`src/rtl/coso_calib_if.sv`:
```
// Handshake bundle between the COSO calibration controller and its environment
// (RNG unit beat-count stream, trim/enable controls, downstream sample stream).
interface coso_calib_if;
  logic        cal_start;
  logic [7:0]  cnt_in;
  logic        cnt_en;
  logic [31:0] param_out;
  logic        rng_en;
  logic [7:0]  out_data;
  logic        out_en;
  logic        locked;
  logic        cal_fail;

  modport master (
    output cal_start, cnt_in, cnt_en,
    input  param_out, rng_en, out_data, out_en, locked, cal_fail
  );

  modport slave (
    input  cal_start, cnt_in, cnt_en,
    output param_out, rng_en, out_data, out_en, locked, cal_fail
  );
endinterface

```
`src/rtl/coso_calib_ctrl.sv`:
```
// COSO TRNG auto-calibration: sweeps CRO-B trim until the averaged beat count
// falls in [TARGET_LO, TARGET_HI], then forwards beat counts while locked.
module coso_calib_ctrl #(
  parameter logic [7:0] TARGET_LO = 8'd16,
  parameter logic [7:0] TARGET_HI = 8'd64,
  parameter int         LOG2_AVG  = 4,
  parameter int         SETTLE_N  = 4,
  parameter logic [7:0] TRIM_A    = 8'h80,
  parameter int         MISS_MAX  = 2
) (
  input  logic         clk,
  input  logic         rst_n,
  coso_calib_if.slave  bus
);

  localparam int         AW          = 8 + LOG2_AVG;
  localparam logic [8:0] AVG_LAST    = 9'((1 << LOG2_AVG) - 1);
  localparam logic [8:0] SETTLE_LAST = 9'(SETTLE_N - 1);
  localparam logic [7:0] MISS_LAST   = 8'(MISS_MAX - 1);

  typedef enum logic [2:0] {
    S_IDLE, S_SETTLE, S_MEASURE, S_EVAL, S_LOCK, S_FAIL
  } state_e;

  state_e          state_q;
  logic [7:0]      trim_b_q;
  logic [7:0]      step_cnt_q;
  logic [8:0]      smp_cnt_q;
  logic [AW-1:0]   acc_q;
  logic [7:0]      miss_q;
  logic [7:0]      win_avg_q;
  logic            win_done_q;
  logic            rng_en_q;
  logic            out_en_q;
  logic [7:0]      out_data_q;
  logic            locked_q;
  logic            cal_fail_q;

  // Accumulator is wide enough for 2**LOG2_AVG full-scale samples.
  logic [AW-1:0]   acc_sum_d;
  logic [7:0]      avg_now_d;
  logic [7:0]      avg_end_d;

  assign acc_sum_d = acc_q + AW'(bus.cnt_in);
  assign avg_now_d = acc_q[AW-1:LOG2_AVG];
  assign avg_end_d = acc_sum_d[AW-1:LOG2_AVG];

  function automatic logic in_window(input logic [7:0] avg);
    return (avg >= TARGET_LO) && (avg <= TARGET_HI);
  endfunction

  // NOTE: all state lives in this one block and uses non-blocking assignments,
  // so every branch reads the values from before the clock edge.
  always_ff @(posedge clk or negedge rst_n) begin
    if (!rst_n) begin
      state_q    <= S_IDLE;
      trim_b_q   <= '0;
      step_cnt_q <= '0;
      smp_cnt_q  <= '0;
      acc_q      <= '0;
      miss_q     <= '0;
      win_avg_q  <= '0;
      win_done_q <= 1'b0;
      rng_en_q   <= 1'b0;
      out_en_q   <= 1'b0;
      out_data_q <= '0;
      locked_q   <= 1'b0;
      cal_fail_q <= 1'b0;
    end else begin
      out_en_q <= 1'b0;
      if (bus.cal_start) begin
        trim_b_q   <= '0;
        step_cnt_q <= '0;
        smp_cnt_q  <= '0;
        acc_q      <= '0;
        miss_q     <= '0;
        win_done_q <= 1'b0;
        locked_q   <= 1'b0;
        cal_fail_q <= 1'b0;
        rng_en_q   <= 1'b1;
        state_q    <= S_SETTLE;
      end else begin
        unique case (state_q)
          S_IDLE: rng_en_q <= 1'b0;
          S_SETTLE: if (bus.cnt_en) begin
            if (smp_cnt_q == SETTLE_LAST) begin
              smp_cnt_q <= '0;
              state_q   <= S_MEASURE;
            end else begin
              smp_cnt_q <= smp_cnt_q + 9'd1;
            end
          end
          S_MEASURE: if (bus.cnt_en) begin
            acc_q <= acc_sum_d;
            if (smp_cnt_q == AVG_LAST) begin
              smp_cnt_q <= '0;
              state_q   <= S_EVAL;
            end else begin
              smp_cnt_q <= smp_cnt_q + 9'd1;
            end
          end
          S_EVAL: begin
            acc_q <= '0;
            if (in_window(avg_now_d)) begin
              locked_q <= 1'b1;
              miss_q   <= '0;
              state_q  <= S_LOCK;
            end else if (step_cnt_q == 8'hFF) begin
              cal_fail_q <= 1'b1;
              rng_en_q   <= 1'b0;
              state_q    <= S_FAIL;
            end else begin
              trim_b_q   <= trim_b_q + 8'd1;
              step_cnt_q <= step_cnt_q + 8'd1;
              state_q    <= S_SETTLE;
            end
          end
          S_LOCK: begin
            // A completed window is judged one cycle after its last sample.
            if (win_done_q && !in_window(win_avg_q) && miss_q == MISS_LAST) begin
              locked_q   <= 1'b0;
              trim_b_q   <= trim_b_q + 8'd1;
              step_cnt_q <= '0;
              miss_q     <= '0;
              win_done_q <= 1'b0;
              acc_q      <= '0;
              smp_cnt_q  <= '0;
              state_q    <= S_SETTLE;
            end else begin
              if (win_done_q) begin
                win_done_q <= 1'b0;
                miss_q     <= in_window(win_avg_q) ? 8'd0 : miss_q + 8'd1;
              end
              if (bus.cnt_en) begin
                out_en_q   <= 1'b1;
                out_data_q <= bus.cnt_in;
                if (smp_cnt_q == AVG_LAST) begin
                  win_avg_q  <= avg_end_d;
                  win_done_q <= 1'b1;
                  acc_q      <= '0;
                  smp_cnt_q  <= '0;
                end else begin
                  acc_q     <= acc_sum_d;
                  smp_cnt_q <= smp_cnt_q + 9'd1;
                end
              end
            end
          end
          S_FAIL: rng_en_q <= 1'b0;
          default: state_q <= S_IDLE;
        endcase
      end
    end
  end

  assign bus.param_out = {16'h0000, TRIM_A, trim_b_q};
  assign bus.rng_en    = rng_en_q;
  assign bus.out_data  = out_data_q;
  assign bus.out_en    = out_en_q;
  assign bus.locked    = locked_q;
  assign bus.cal_fail  = cal_fail_q;

endmodule

```
`src/flat_wrapper.sv`:
```
// flat-port wrapper written by rule: the top's interface ports become plain ports
module coso_calib_ctrl_flat 
#(
  parameter logic [7:0] TARGET_LO = 8'd16,
  parameter logic [7:0] TARGET_HI = 8'd64,
  parameter int         LOG2_AVG  = 4,
  parameter int         SETTLE_N  = 4,
  parameter logic [7:0] TRIM_A    = 8'h80,
  parameter int         MISS_MAX  = 2
)
  (clk, rst_n, bus_cal_start, bus_cnt_in, bus_cnt_en, bus_param_out, bus_rng_en, bus_out_data, bus_out_en, bus_locked, bus_cal_fail);
  coso_calib_if bus_i ();
  input  logic clk;
  input  logic rst_n;
  input wire logic [$bits(bus_i.cal_start)-1:0] bus_cal_start;
  input wire logic [$bits(bus_i.cnt_in)-1:0] bus_cnt_in;
  input wire logic [$bits(bus_i.cnt_en)-1:0] bus_cnt_en;
  output wire logic [$bits(bus_i.param_out)-1:0] bus_param_out;
  output wire logic [$bits(bus_i.rng_en)-1:0] bus_rng_en;
  output wire logic [$bits(bus_i.out_data)-1:0] bus_out_data;
  output wire logic [$bits(bus_i.out_en)-1:0] bus_out_en;
  output wire logic [$bits(bus_i.locked)-1:0] bus_locked;
  output wire logic [$bits(bus_i.cal_fail)-1:0] bus_cal_fail;
  assign bus_i.cal_start = bus_cal_start;
  assign bus_i.cnt_in = bus_cnt_in;
  assign bus_i.cnt_en = bus_cnt_en;
  assign bus_param_out = bus_i.param_out;
  assign bus_rng_en = bus_i.rng_en;
  assign bus_out_data = bus_i.out_data;
  assign bus_out_en = bus_i.out_en;
  assign bus_locked = bus_i.locked;
  assign bus_cal_fail = bus_i.cal_fail;
  coso_calib_ctrl #(.TARGET_LO(TARGET_LO), .TARGET_HI(TARGET_HI), .LOG2_AVG(LOG2_AVG), .SETTLE_N(SETTLE_N), .TRIM_A(TRIM_A), .MISS_MAX(MISS_MAX)) u_core (.clk(clk), .rst_n(rst_n), .bus(bus_i));
endmodule
```
`config.mk`:
```
export PLATFORM = sky130hd
export DESIGN_NAME = coso_calib_ctrl_flat
export DESIGN_NICKNAME = d
export VERILOG_FILES = /design/src/rtl/coso_calib_if.sv /design/src/rtl/coso_calib_ctrl.sv /design/src/flat_wrapper.sv
export SDC_FILE = /design/constraint.sdc
export NUM_CORES = 1
export LEC_CHECK = 0
export CORE_ASPECT_RATIO = 1.1
export CORE_MARGIN = 5
export CORE_UTILIZATION = 45
export DETAILED_ROUTE_END_ITERATION = 7
export DONT_BUFFER_PORTS = 1
export PLACE_DENSITY = 0.71
export REMOVE_ABC_BUFFERS = 1
export SYNTH_ARGS = -nofsm -noshare
export SYNTH_HDL_FRONTEND = slang
export SYNTH_SLANG_ARGS = --single-unit
```
`constraint.sdc`:
```
create_clock -name clk -period 2.2 [get_ports clk]
set_clock_uncertainty 0.15 [all_clocks]
set_input_delay 0.33 -clock clk [delete_from_list [all_inputs] [get_ports clk]]
set_output_delay 0.33 -clock clk [all_outputs]
set_load 0.02 [all_outputs]
```
==> impl_metrics.ini <==
[yosys]
synth_compound_area_share_pct = 20.8
synth_adder_area_share_pct = 4.20
synth-seq-cells = 69
synth-xor-area-share_pct = 2.01
postSynthCellCount = 476
syn_area_per_cell_um2 = 9.13
synth_top_family_by_area = simple AND/OR/NAND/NOR gates
ys_types = 72
yosys.area_share.simple_pct = 21.8
async_flop_share_pct = 100
synthMuxAreaShare_pct = 4.09
seq_area_frac_synth_pct = 39.7
ys.flop_type = dfrtp_1
yosys_warnings = 0
synth_edf_count = 0
syn_area_um2 = 4350

[critical_path]
worstPathCellList = inv_1 -> ha_2 -> nor4b_4 -> and4b_2 -> buf_6 -> a31oi_4 -> o21ai_4 -> buf_6 -> a311oi_1 -> a221o_1
reg2regPathDepth = 10
cp.arrival_ns = 2.37
worstSetupPathType = reg -> reg
worst-r2r-setup-slack_ns = -0.08
crit_top_cell = buf_6
slowest_delay_ns = 0.38
critPathCaptureType = flip-flop
start_kind = flip-flop
cpMaxStageDelayCell = dfrtp_1
cp_max_fo = 5
critPathRequiredTime_ns = 2.30

[detailed_routing]
drtAntennaViolNets = 0
drcViolationCount = 0
vias_per_cell = 5.86
drt-initial-drc-count = 329
vias = 3949
firstDrtPassIters = 5
wl_um = 11300
wire_per_inst_um = 16.8

[clocking]
clock_path_buffers = 2
cts.sinks = 69
path_clk_slew_ns = 0.08
clockRootBuffer = clkbuf_8
cts_tree = done
cts_buffers = 9
clkLatencyLatePin_ns = 0.35
htree_levels = 3

[timing]
rsz0062_at_grt = yes
hold_viol = 0
min_period_ns = 2.28
post-route-period-util_pct = 103
fin_hold_ws_ns = 0.0323
drv_slew = 0
setup_slack_ns = -0.0760
tightest_slew_ns = 0.777
setup_viol = 22
fmax_ghz = 0.439
tns_ns = -0.898
slew_headroom_pct = 48.0

[placed_design]
place_congestion = 0.845
dp_hpwl_um = 7350
port_buffers = 0
postPlaceCellArea_um2 = 4800

[power_and_ir_drop]
p_per_area_nw_per_um2 = 629
ir_worst_vdd_uv = 499
p_leak_uw = 0.00251
power.total_uw = 3530

[floorplanning]
die_w_um = 104
num_rows = 37
ios = 56
die_area_um2 = 11700
die_h_um = 113
initial_core_util_pct = 46.3
core_area_um2 = 9400

[layout]
synthToLayoutAreaGrowth_pct = 29.1
drive_gt1_share_pct = 31.2
fin_nets = 578
finish.instance_area_um2 = 5610
num_antenna_cells = 0
fill_cells = 775

[run]
cap_violations = 0

[hold_path]
hold_depth = 2
hold_class = in -> reg

[global_route]
grt_overflow = 0
grt_pass1_wl_um = 18500
antenna_found_initial = 0
grt_util_all_layers_pct = 18.7
grt_max_degree = 70
grt_pass1_vias = 3882

[run_status]
violations = negative setup slack
status = finished with violations
-- timing repair --
| action | in CTS | in global routing |
|---|---|---|
| pin swaps | 20 | 29 |
| gates cloned | 1 | 1 |
| resized for setup | 35 | 58 |
| hold buffers | 11 | 0 |
| endpoints found under the hold margin | 90 | 0 |
| setup endpoints to repair | 37 | 54 |
| buffers inserted | 4 | 5 |
-- critical path: cells and delay by family (launching register included) --
family | cells | cell delay [ns]
AOI/OAI and AO/OA | 4 | 0.61
DFF | 1 | 0.38
adders and majority gates | 1 | 0.16
buffers and inverters | 3 | 0.34
and+or+nand+nor | 2 | 0.52
-- layer usage --
metal	up-vias	global-route usage (%)	share of wire [%]
met5	-	0	0
met3	20	4.16	5.3
met4	0	7.51	1.7
li1	1861	-	-
met1	1960	23.4	41
met2	108	31.5	52
-- cells by family after synthesis --
group           Yosys count
buf+inv                  53
xor+xnor                 10
simple gates            177
mux                      16
fa+ha+maj                14
compound gates          135
other cells               2
flops                    69
-- sequential cells by signal (all words and copies together), names as in the netlist, 3 cells and up --
signal               cells
u_core.acc_q            12
u_core.bus.out_data      8
u_core.miss_q            8
u_core.smp_cnt_q         9
u_core.state_q           3
u_core.step_cnt_q        8
u_core.trim_b_q          8
u_core.win_avg_q         8
-- synth_stat cells, types with 4 or more instances --
cell type,instances,area share [%]
a31oi_1,9,1.3
buf_2,9,1.0
or3_1,7,1.0
and2_1,4,0.58
nand2b_1,11,1.6
mux2_2,11,2.8
nand2_1,42,3.6
a21oi_1,31,3.6
o21ai_1,12,1.4
ha_1,13,3.7
and3_1,10,1.4
a22o_1,8,1.6
clkbuf_1,8,0.69
nor2_1,33,2.8
nor3_1,13,1.5
o31ai_1,5,0.86
xor2_1,5,1.0
a21o_1,7,1.2
xnor2_1,5,1.0
inv_1,9,0.78
o21ai_0,26,3.0
buf_4,24,4.1
nand3_1,24,2.8
nor2b_1,6,0.86
dfrtp_1,69,40
nand4_1,5,0.72
-- cell usage in the layout, fill, tap and decap left out, drive strengths merged, types with 3 or more instances in the layout --
cell type    synthesis  final
dlygate4sd3          0     10
a31oi                9      9
o31ai                5      5
o21bai               3      3
mux2                14     14
clkbuf               8     11
nor2                33     33
nand2b              11     11
or4                  3      3
nand2               43     43
xnor2                5      5
conb                 2     24
o21ai               38     38
o221ai               4      4
a21oi               31     31
and2                 4      4
nor2b                6      6
a21o                 7      8
or2                  3      3
o22ai                3      3
or3                  7      7
o211ai               3      3
xor2                 5      5
nor3                14     14
o21a                 3      3
nand3               25     25
ha                  13     13
nand4                5      5
a22o                 8      8
buf                 35     75
inv                 10     11
and3                11     11
a211o                3      3
dfrtp               69     69
-- power breakdown --
group	switching (uW)	total, uW	leakage [uW]	internal (uW)
combinational	562	1040	0.00147	479
clock	515	985	0.0000917	471
sequential	153	1500	0.000950	1350
-- metrics by stage --
step	utilization [%]	cells	setup slack [ns]
finish	59.7	674	-0.0760
CTS	56.6	668	-0.103
detailed placement	51.1	636	-0.204
global route	59.7	674	-0.158
global placement	51.1	636	-0.190
floorplan	-	455	-0.146
-- layout make-up --
| class | instances | area [um2] | area share, % |
|---|---|---|---|
| multi-input combinational | 377 | 2770 | 49.3 |
| sequential | 69 | 1730 | 30.8 |
| timing repair buffer | 85 | 749 | 13.4 |
| clock buffer | 11 | 151 | 2.70 |
| tap | 117 | 146 | 2.61 |
| inverter | 10 | 37.5 | 0.669 |
| clock inverter | 5 | 33.8 | 0.602 |
-- worst paths after layout --
kind | from | endpoint
hold / removal | bus_cnt_en | u_core.smp_cnt_q[0]$_DFFE_PN0P_
hold reg to reg | u_core.acc_q[3]$_DFFE_PN0P_ | u_core.acc_q[3]$_DFFE_PN0P_
setup / recovery | u_core.miss_q[1]$_DFFE_PN0P_ | u_core.smp_cnt_q[7]$_DFFE_PN0P_
min in group asynchronous | rst_n | u_core.smp_cnt_q[6]$_DFFE_PN0P_
max in group asynchronous | rst_n | u_core.miss_q[4]$_DFFE_PN0P_
setup reg to reg | u_core.miss_q[1]$_DFFE_PN0P_ | u_core.smp_cnt_q[7]$_DFFE_PN0P_
Note: power is estimated with default switching activity, not from simulation.
